$ cat src/rtl/accumulator_bank_if.sv
`default_nettype none
// ============================================================================
//  Module   : accumulator_bank_if
//  Brief    : Sample / dump / readout bundle between the carrier-code mixers,
//             the accumulator bank and the channel register interface.
//  Revision : 1.0  initial release
// ============================================================================
interface accumulator_bank_if #(
  parameter int NUM_CH = 6,
  parameter int ACC_W  = 16
);
  logic                      sample_valid;
  logic [NUM_CH-1:0]         code;
  logic [NUM_CH-1:0]         carrier_mix_sign;
  logic [3*NUM_CH-1:0]       carrier_mix_mag;
  logic                      dump_enable;
  logic                      read_ack;
  logic [NUM_CH*ACC_W-1:0]   accumulation;
  logic [NUM_CH-1:0]         acc_ovf;
  logic                      dump_valid;
  logic                      dump_overrun;

  // Mixer / processor side
  modport master (
    output sample_valid, code, carrier_mix_sign, carrier_mix_mag,
           dump_enable, read_ack,
    input  accumulation, acc_ovf, dump_valid, dump_overrun
  );

  // Accumulator bank side
  modport slave (
    input  sample_valid, code, carrier_mix_sign, carrier_mix_mag,
           dump_enable, read_ack,
    output accumulation, acc_ovf, dump_valid, dump_overrun
  );
endinterface
`default_nettype wire

$ cat src/rtl/accumulator_bank.sv
`default_nettype none
// ============================================================================
//  Module   : accumulator_bank
//  Brief    : Multi-lane integrate-and-dump accumulator for the correlator
//             arms. Saturating (or wrapping) signed sums, per-lane overflow
//             flags, and a held-result handshake with overrun detection.
//  Revision : 1.0  initial release
// ============================================================================
module accumulator_bank #(
  parameter int NUM_CH = 6,
  parameter int ACC_W  = 16,
  parameter bit SAT_EN = 1'b1
) (
  input  logic               clk,
  input  logic               rst,
  accumulator_bank_if.slave  bus
);

  localparam logic [ACC_W-1:0] c_ACC_MAX = {1'b0, {(ACC_W-1){1'b1}}};
  localparam logic [ACC_W-1:0] c_ACC_MIN = {1'b1, {(ACC_W-1){1'b0}}};

  // Running sums and their sticky overflow flags for the current period
  logic [ACC_W-1:0]        r_acc [NUM_CH];
  logic [NUM_CH-1:0]       r_ovf;

  // Results latched at the last dump
  logic [NUM_CH*ACC_W-1:0] r_accumulation;
  logic [NUM_CH-1:0]       r_acc_ovf;
  logic                    r_dump_valid;
  logic                    r_dump_overrun;

  // Per-lane datapath, one bit wider than the accumulator so overflow is visible
  logic [ACC_W:0]          w_mag_ext [NUM_CH];
  logic [ACC_W:0]          w_sample  [NUM_CH];
  logic [ACC_W:0]          w_sum     [NUM_CH];
  logic [ACC_W-1:0]        w_next    [NUM_CH];
  logic [ACC_W-1:0]        w_seed    [NUM_CH];
  logic [NUM_CH-1:0]       w_oor;

  // Form the signed sample, the widened sum and the clamped/wrapped next value
  always_comb begin
    w_oor = '0;
    for (int k = 0; k < NUM_CH; k++) begin
      w_mag_ext[k] = {{(ACC_W-2){1'b0}}, bus.carrier_mix_mag[3*k +: 3]};
      // Code chip and carrier sign agreeing means a positive product
      if (bus.code[k] == bus.carrier_mix_sign[k]) begin
        w_sample[k] = w_mag_ext[k];
      end else begin
        w_sample[k] = {(ACC_W+1){1'b0}} - w_mag_ext[k];
      end
      w_sum[k]  = {r_acc[k][ACC_W-1], r_acc[k]} + w_sample[k];
      // Top two bits disagree exactly when the sum leaves the ACC_W-bit range
      w_oor[k]  = w_sum[k][ACC_W] ^ w_sum[k][ACC_W-1];
      w_next[k] = w_sum[k][ACC_W-1:0];
      if (SAT_EN && w_oor[k]) begin
        w_next[k] = w_sum[k][ACC_W] ? c_ACC_MIN : c_ACC_MAX;
      end
      // A sample arriving on the dump edge opens the next period; magnitudes
      // are at most 7, so the low ACC_W bits hold it without loss
      w_seed[k] = bus.sample_valid ? w_sample[k][ACC_W-1:0] : '0;
    end
  end

  // Integrate samples, and on dump latch results and restart every lane
  always_ff @(posedge clk) begin
    if (rst) begin
      for (int k = 0; k < NUM_CH; k++) begin
        r_acc[k] <= '0;
      end
      r_ovf          <= '0;
      r_accumulation <= '0;
      r_acc_ovf      <= '0;
    end else if (bus.dump_enable) begin
      for (int k = 0; k < NUM_CH; k++) begin
        r_accumulation[ACC_W*k +: ACC_W] <= r_acc[k];
        r_acc[k]                         <= w_seed[k];
      end
      r_acc_ovf <= r_ovf;
      r_ovf     <= '0;
    end else if (bus.sample_valid) begin
      for (int k = 0; k < NUM_CH; k++) begin
        r_acc[k] <= w_next[k];
      end
      r_ovf <= r_ovf | w_oor;
    end
  end

  // Held-result handshake: a dump always wins over a simultaneous ack
  always_ff @(posedge clk) begin
    if (rst) begin
      r_dump_valid   <= 1'b0;
      r_dump_overrun <= 1'b0;
    end else if (bus.dump_enable) begin
      r_dump_valid <= 1'b1;
      if (r_dump_valid && !bus.read_ack) begin
        r_dump_overrun <= 1'b1;
      end
    end else if (bus.read_ack) begin
      r_dump_valid <= 1'b0;
    end
  end

  assign bus.accumulation = r_accumulation;
  assign bus.acc_ovf      = r_acc_ovf;
  assign bus.dump_valid   = r_dump_valid;
  assign bus.dump_overrun = r_dump_overrun;

endmodule
`default_nettype wire

$ cat src/flat_wrapper.sv
// flat-port wrapper written by rule: the top's interface ports become plain ports
module accumulator_bank_flat 
#(
  parameter int NUM_CH = 6,
  parameter int ACC_W  = 16,
  parameter bit SAT_EN = 1'b1
)
  (clk, rst, bus_sample_valid, bus_code, bus_carrier_mix_sign, bus_carrier_mix_mag, bus_dump_enable, bus_read_ack, bus_accumulation, bus_acc_ovf, bus_dump_valid, bus_dump_overrun);
  accumulator_bank_if #(.NUM_CH(NUM_CH), .ACC_W(ACC_W)) bus_i ();
  input  logic clk;
  input  logic rst;
  input wire logic [$bits(bus_i.sample_valid)-1:0] bus_sample_valid;
  input wire logic [$bits(bus_i.code)-1:0] bus_code;
  input wire logic [$bits(bus_i.carrier_mix_sign)-1:0] bus_carrier_mix_sign;
  input wire logic [$bits(bus_i.carrier_mix_mag)-1:0] bus_carrier_mix_mag;
  input wire logic [$bits(bus_i.dump_enable)-1:0] bus_dump_enable;
  input wire logic [$bits(bus_i.read_ack)-1:0] bus_read_ack;
  output wire logic [$bits(bus_i.accumulation)-1:0] bus_accumulation;
  output wire logic [$bits(bus_i.acc_ovf)-1:0] bus_acc_ovf;
  output wire logic [$bits(bus_i.dump_valid)-1:0] bus_dump_valid;
  output wire logic [$bits(bus_i.dump_overrun)-1:0] bus_dump_overrun;
  assign bus_i.sample_valid = bus_sample_valid;
  assign bus_i.code = bus_code;
  assign bus_i.carrier_mix_sign = bus_carrier_mix_sign;
  assign bus_i.carrier_mix_mag = bus_carrier_mix_mag;
  assign bus_i.dump_enable = bus_dump_enable;
  assign bus_i.read_ack = bus_read_ack;
  assign bus_accumulation = bus_i.accumulation;
  assign bus_acc_ovf = bus_i.acc_ovf;
  assign bus_dump_valid = bus_i.dump_valid;
  assign bus_dump_overrun = bus_i.dump_overrun;
  accumulator_bank #(.NUM_CH(NUM_CH), .ACC_W(ACC_W), .SAT_EN(SAT_EN)) u_core (.clk(clk), .rst(rst), .bus(bus_i));
endmodule
$ cat config.mk
export PLATFORM = sky130hd
export DESIGN_NAME = accumulator_bank_flat
export DESIGN_NICKNAME = d
export VERILOG_FILES = /design/src/rtl/accumulator_bank_if.sv /design/src/rtl/accumulator_bank.sv /design/src/flat_wrapper.sv
export SDC_FILE = /design/constraint.sdc
export NUM_CORES = 1
export LEC_CHECK = 0
export BUFFER_PORTS_ARGS = -buffer_cell sky130_fd_sc_hd__buf_4
export CAP_MARGIN = 20
export CORE_MARGIN = 5
export CORE_UTILIZATION = 54
export DETAILED_ROUTE_END_ITERATION = 10
export HOLD_SLACK_MARGIN = 0.06
export PLACE_DENSITY = 0.83
export SYNTH_ARGS = -nofsm -noshare
export SYNTH_HDL_FRONTEND = slang
export SYNTH_SLANG_ARGS = --single-unit
export TNS_END_PERCENT = 1
$ cat constraint.sdc
create_clock -name clk -period 3.7 [get_ports clk]
set_clock_uncertainty 0.2 [all_clocks]
set_input_delay 0.37 -clock clk [delete_from_list [all_inputs] [get_ports clk]]
set_output_delay 0.37 -clock clk [all_outputs]
set_load 0.02 [all_outputs]
==> run summary <==
* 0.3617 — normalized max-slew margin
* 75 — largest net degree at the start of global routing
* 1519 — NumNets Final
* or4_4 -> or4_4 -> o31a_1 -> a31oi_4 -> xor2_4 -> a21bo_4 -> o21ai_0 — Critical Path, Cell by Cell
* 0.1806 — share of cells above drive strength 1
* 0 — number of buffer and inverter stages on the critical path
* finished, final reports clean — run status
* 0 ns — setup TNS
* 0 — number of remaining DRC errors
* 0 — Warnings, synthesis
* 1704 — Inst Count DP
* 0.250 — power share of the combinational group
* 0 — Post-synth ARST share
* flop to flop — start-to-end type of the worst setup path
* 0.2330 — GR Util All Layers
* 1 — initial antenna violation count
* 0 — Max Slew Vio Count
* 6.188 nW — static leakage
* 17.68 um — average routed wire per standard cell
* 6 — Initial DRT Pass Iterations
* 0 — final hold vios
* 505.4 mW/mm2 — Power Density
* 0.02568 mm2 — die footprint
* 5.076 mW — cell internal power dissipation
* 0.4110 ns — setup ws final
* 2.254 mW — net switching power of the design
* false — unrepaired setup endpoints after global routing
* 21.63 mm — detailed-placement wirelength estimate
* 1390 — nets in the synthesized netlist
* 0 — # Max-Cap Violations
* 206 — synthesized flop and latch total
* 206 — number of clock sinks
* 0.01358 mm2 — cell area after placement
* 0.56 ns — largest stage delay on the critical path
* sky130_fd_sc_hd__or4_4 — most prevalent standard cell on the critical path
* 55 — row count
* built — TritonCTS clock tree
* 0.353 — clock share of power
* 0.5434 — initial cell density of the core
* 0.2365 — proportion of netlist area held by the largest area contributor
* sky130_fd_sc_hd__dfxtp_1 — ys flop type
* 10520 — via total after detailed routing
* 3.289 ns — shortest clock period the worst path allows after layout
* 160.3 um — Die Y
* 1320 — Mapped Cells
* 0.397 — share of power burned in registers
* 0.8889 — Period Utilization, post-route
* 3 — clk buf depth
* -0.07930 ns — Post-Place Worst Slack
* 18.96% — area growth from synthesis to final layout
* 0.9574 ns — transition time of the tightest slew-check pin
* 0.4171 — proportion of synthesized chip area in sequential cells
* flop — endpoint class of the critical path
* 0.07800 ns — WHS
* 0.52 ns — clk_lat worst skew
* 0 — number of gates resized after CTS
* 1753 — final instance count without filler cells
* simple AND/OR/NAND/NOR gates — cell family with most CP delay
* 3.76 ns — required time worst endpoint
* 852 — starting DRC count in detailed routing
* sky130_fd_sc_hd__edfxtp_1 — post-synth top area cell
* 0.01450 mm2 — Layout Cell Area excl Fill
* 160.3 um — width of the chip
* 96 — Post-synth EDFFs
* flop — type of origin of the critical path
* 0 — global route overflow
* 304.0 MHz — Max Clk Rate
* 0.3075 — net switching fraction of the power
* 0 — final setup fails
* 51.09 mm — global-route wire length before repair
* 1 — H-tree level count
* 0 — Post-DRT Antenna Nets
* 138 — number of buffer cells added on primary ports
* 77 — Unique masters post-synth
* 0.01219 mm2 — summed instance area of the synthesized netlist
* sky130_fd_sc_hd__or4_4 — critical path's slowest cell
* sky130_fd_sc_hd__clkbuf_16 — cell chosen for the clock root
* 0.02243 mm2 — placeable core region
* 12 — crit path max fanout
* 378.3 uV — Worst VDD drop
* sky130_fd_sc_hd__edfxtp_1, sky130_fd_sc_hd__dfxtp_1, sky130_fd_sc_hd__mux2i_1 — cells taking the most area after synthesis
* 7.330 mW — total power
* 3.35 ns — arrival time of the worst setup path
* 139 — number of ports placed on the die boundary
* 10190 — via count of the first global-routing pass
* input pin to flop — classification of the worst-slack hold path
* 9.235 um2 — mean post-synth cell area
* 31.00 mm — detailed-route wire length
* 24 — CTS buffer count
* 0.9690 — final weighted congestion in routability-driven placement
* 6.001 — vias per std cell
* 0.6464 — core utilization of the finished layout
* 0.06 ns — clock-pin slew on the worst setup and hold paths
## worst reg2reg max path: cells and delay by family (launching register included)
kind	cells	cell delay, ns
flip-flops	1	0.49
XOR/XNOR	1	0.24
AND/OR/NAND/NOR	2	1.09
AO/OA/AOI/OAI	4	1.00
## cells in the mapped netlist (12+ instances only)
cell and instances:
sky130_fd_sc_hd__nor2_1 173, sky130_fd_sc_hd__dfxtp_1 110, sky130_fd_sc_hd__mux2i_1 108, sky130_fd_sc_hd__edfxtp_1 96, sky130_fd_sc_hd__o21ai_0 96, sky130_fd_sc_hd__nand2_1 72
sky130_fd_sc_hd__xnor2_1 71, sky130_fd_sc_hd__clkbuf_1 60, sky130_fd_sc_hd__a21oi_1 50, sky130_fd_sc_hd__inv_1 44, sky130_fd_sc_hd__xor2_1 34, sky130_fd_sc_hd__nor3_1 31
sky130_fd_sc_hd__ha_1 29, sky130_fd_sc_hd__nand3_1 24, sky130_fd_sc_hd__nand4_1 23, sky130_fd_sc_hd__a21o_1 18, sky130_fd_sc_hd__or3_1 18, sky130_fd_sc_hd__a31oi_1 17
sky130_fd_sc_hd__buf_1 17, sky130_fd_sc_hd__nor4_1 15, sky130_fd_sc_hd__or4_1 14, sky130_fd_sc_hd__o22ai_1 13, sky130_fd_sc_hd__and3_1 12, sky130_fd_sc_hd__nand2b_1 12
## repair_timing
| action | in CTS | in global routing |
|---|---|---|
| buffers inserted | 0 | 0 |
| hold endpoints to repair | 23 | 0 |
| hold buffers | 4 | 0 |
## cells in the final DEF, fill, tap and decap left out, drive strengths merged, types with 12 or more instances in the layout
master / count
nor2: 173
nand3: 24
buf: 184
dfxtp: 110
mux2i: 108
nand4: 23
xnor2: 71
nand2b: 12
ha: 29
a21o: 18
or3: 18
inv: 47
o21ai: 108
nor3: 31
xor2: 35
edfxtp: 96
a21oi: 51
nand2: 72
nor4: 15
and3: 12
o22ai: 13
a31oi: 18
clkbuf: 33
or4: 17
## worst paths after layout
kind	startpoint	to	slack, ns	cells past startpoint
setup / recovery	u_core.r_acc[4][5]$_SDFFCE_PN0P_	u_core.r_acc[4][4]$_SDFFCE_PN0P_	0.41	7
hold reg to reg	u_core.r_ovf[0]$_SDFFE_PP0P_	u_core.r_ovf[0]$_SDFFE_PP0P_	0.27	2
setup reg to reg	u_core.r_acc[4][5]$_SDFFCE_PN0P_	u_core.r_acc[4][4]$_SDFFCE_PN0P_	0.41	7
hold / removal	bus_carrier_mix_mag[0]	u_core.r_acc[0][0]$_SDFFCE_PN0P_	0.08	3
## cell families (layout without fill, tap and decap cells)
| family | count (synthesis) | count (layout) | synth area share |
|---|---|---|---|
| AOI/OAI and AO/OA | 291 | 291 | 0.1552 |
| xor gates and xnor gates | 106 | 106 | 0.07770 |
| adders and majority gates | 36 | 36 | 0.04044 |
| buffers and inverters | 131 | 278 | 0.04413 |
| DFF | 206 | 206 | 0.4171 |
| muxes | 111 | 111 | 0.09145 |
| other | 0 | 1 | 0 |
| and+or+nand+nor | 439 | 439 | 0.1740 |
## layout make-up
class	instances	area, um2
repair buffers	188	1425
fillers	1806	7933
clock inverters	11	160.2
clock buffers	33	716.9
flip-flops and latches	206	5085
inverters	46	172.7
diodes	1	2.502
well taps	285	356.6
multi-input cells	983	6583
## metal layers
layer / up-vias / global-route usage / share of wire
met5: - / 0 / 0
met4: 0 / 0.06453 / 0.025
met3: 54 / 0.03974 / 0.070
met2: 434 / 0.3807 / 0.47
met1: 4991 / 0.3217 / 0.44
li1: 5041 / - / -
## flip-flops by register name, indices dropped and copies added, names as in the netlist
signal and count:
u_core.r_acc 96, u_core.r_ovf 6, u_core.bus.acc_ovf 6, u_core.bus.dump_overrun 1
u_core.bus.dump_valid 1, u_core.bus.accumulation 96
## power by group through the flow
stage	sequential (mW)	combinational, mW	clock [mW]
CTS	2.90	1.82	2.63
floorplan	2.87	1.34	0
finish	2.91	1.83	2.59
global route	2.94	2.02	2.73
detailed placement	2.95	1.80	0
global placement	2.94	1.74	0
Note: power is estimated with default switching activity, not from simulation.
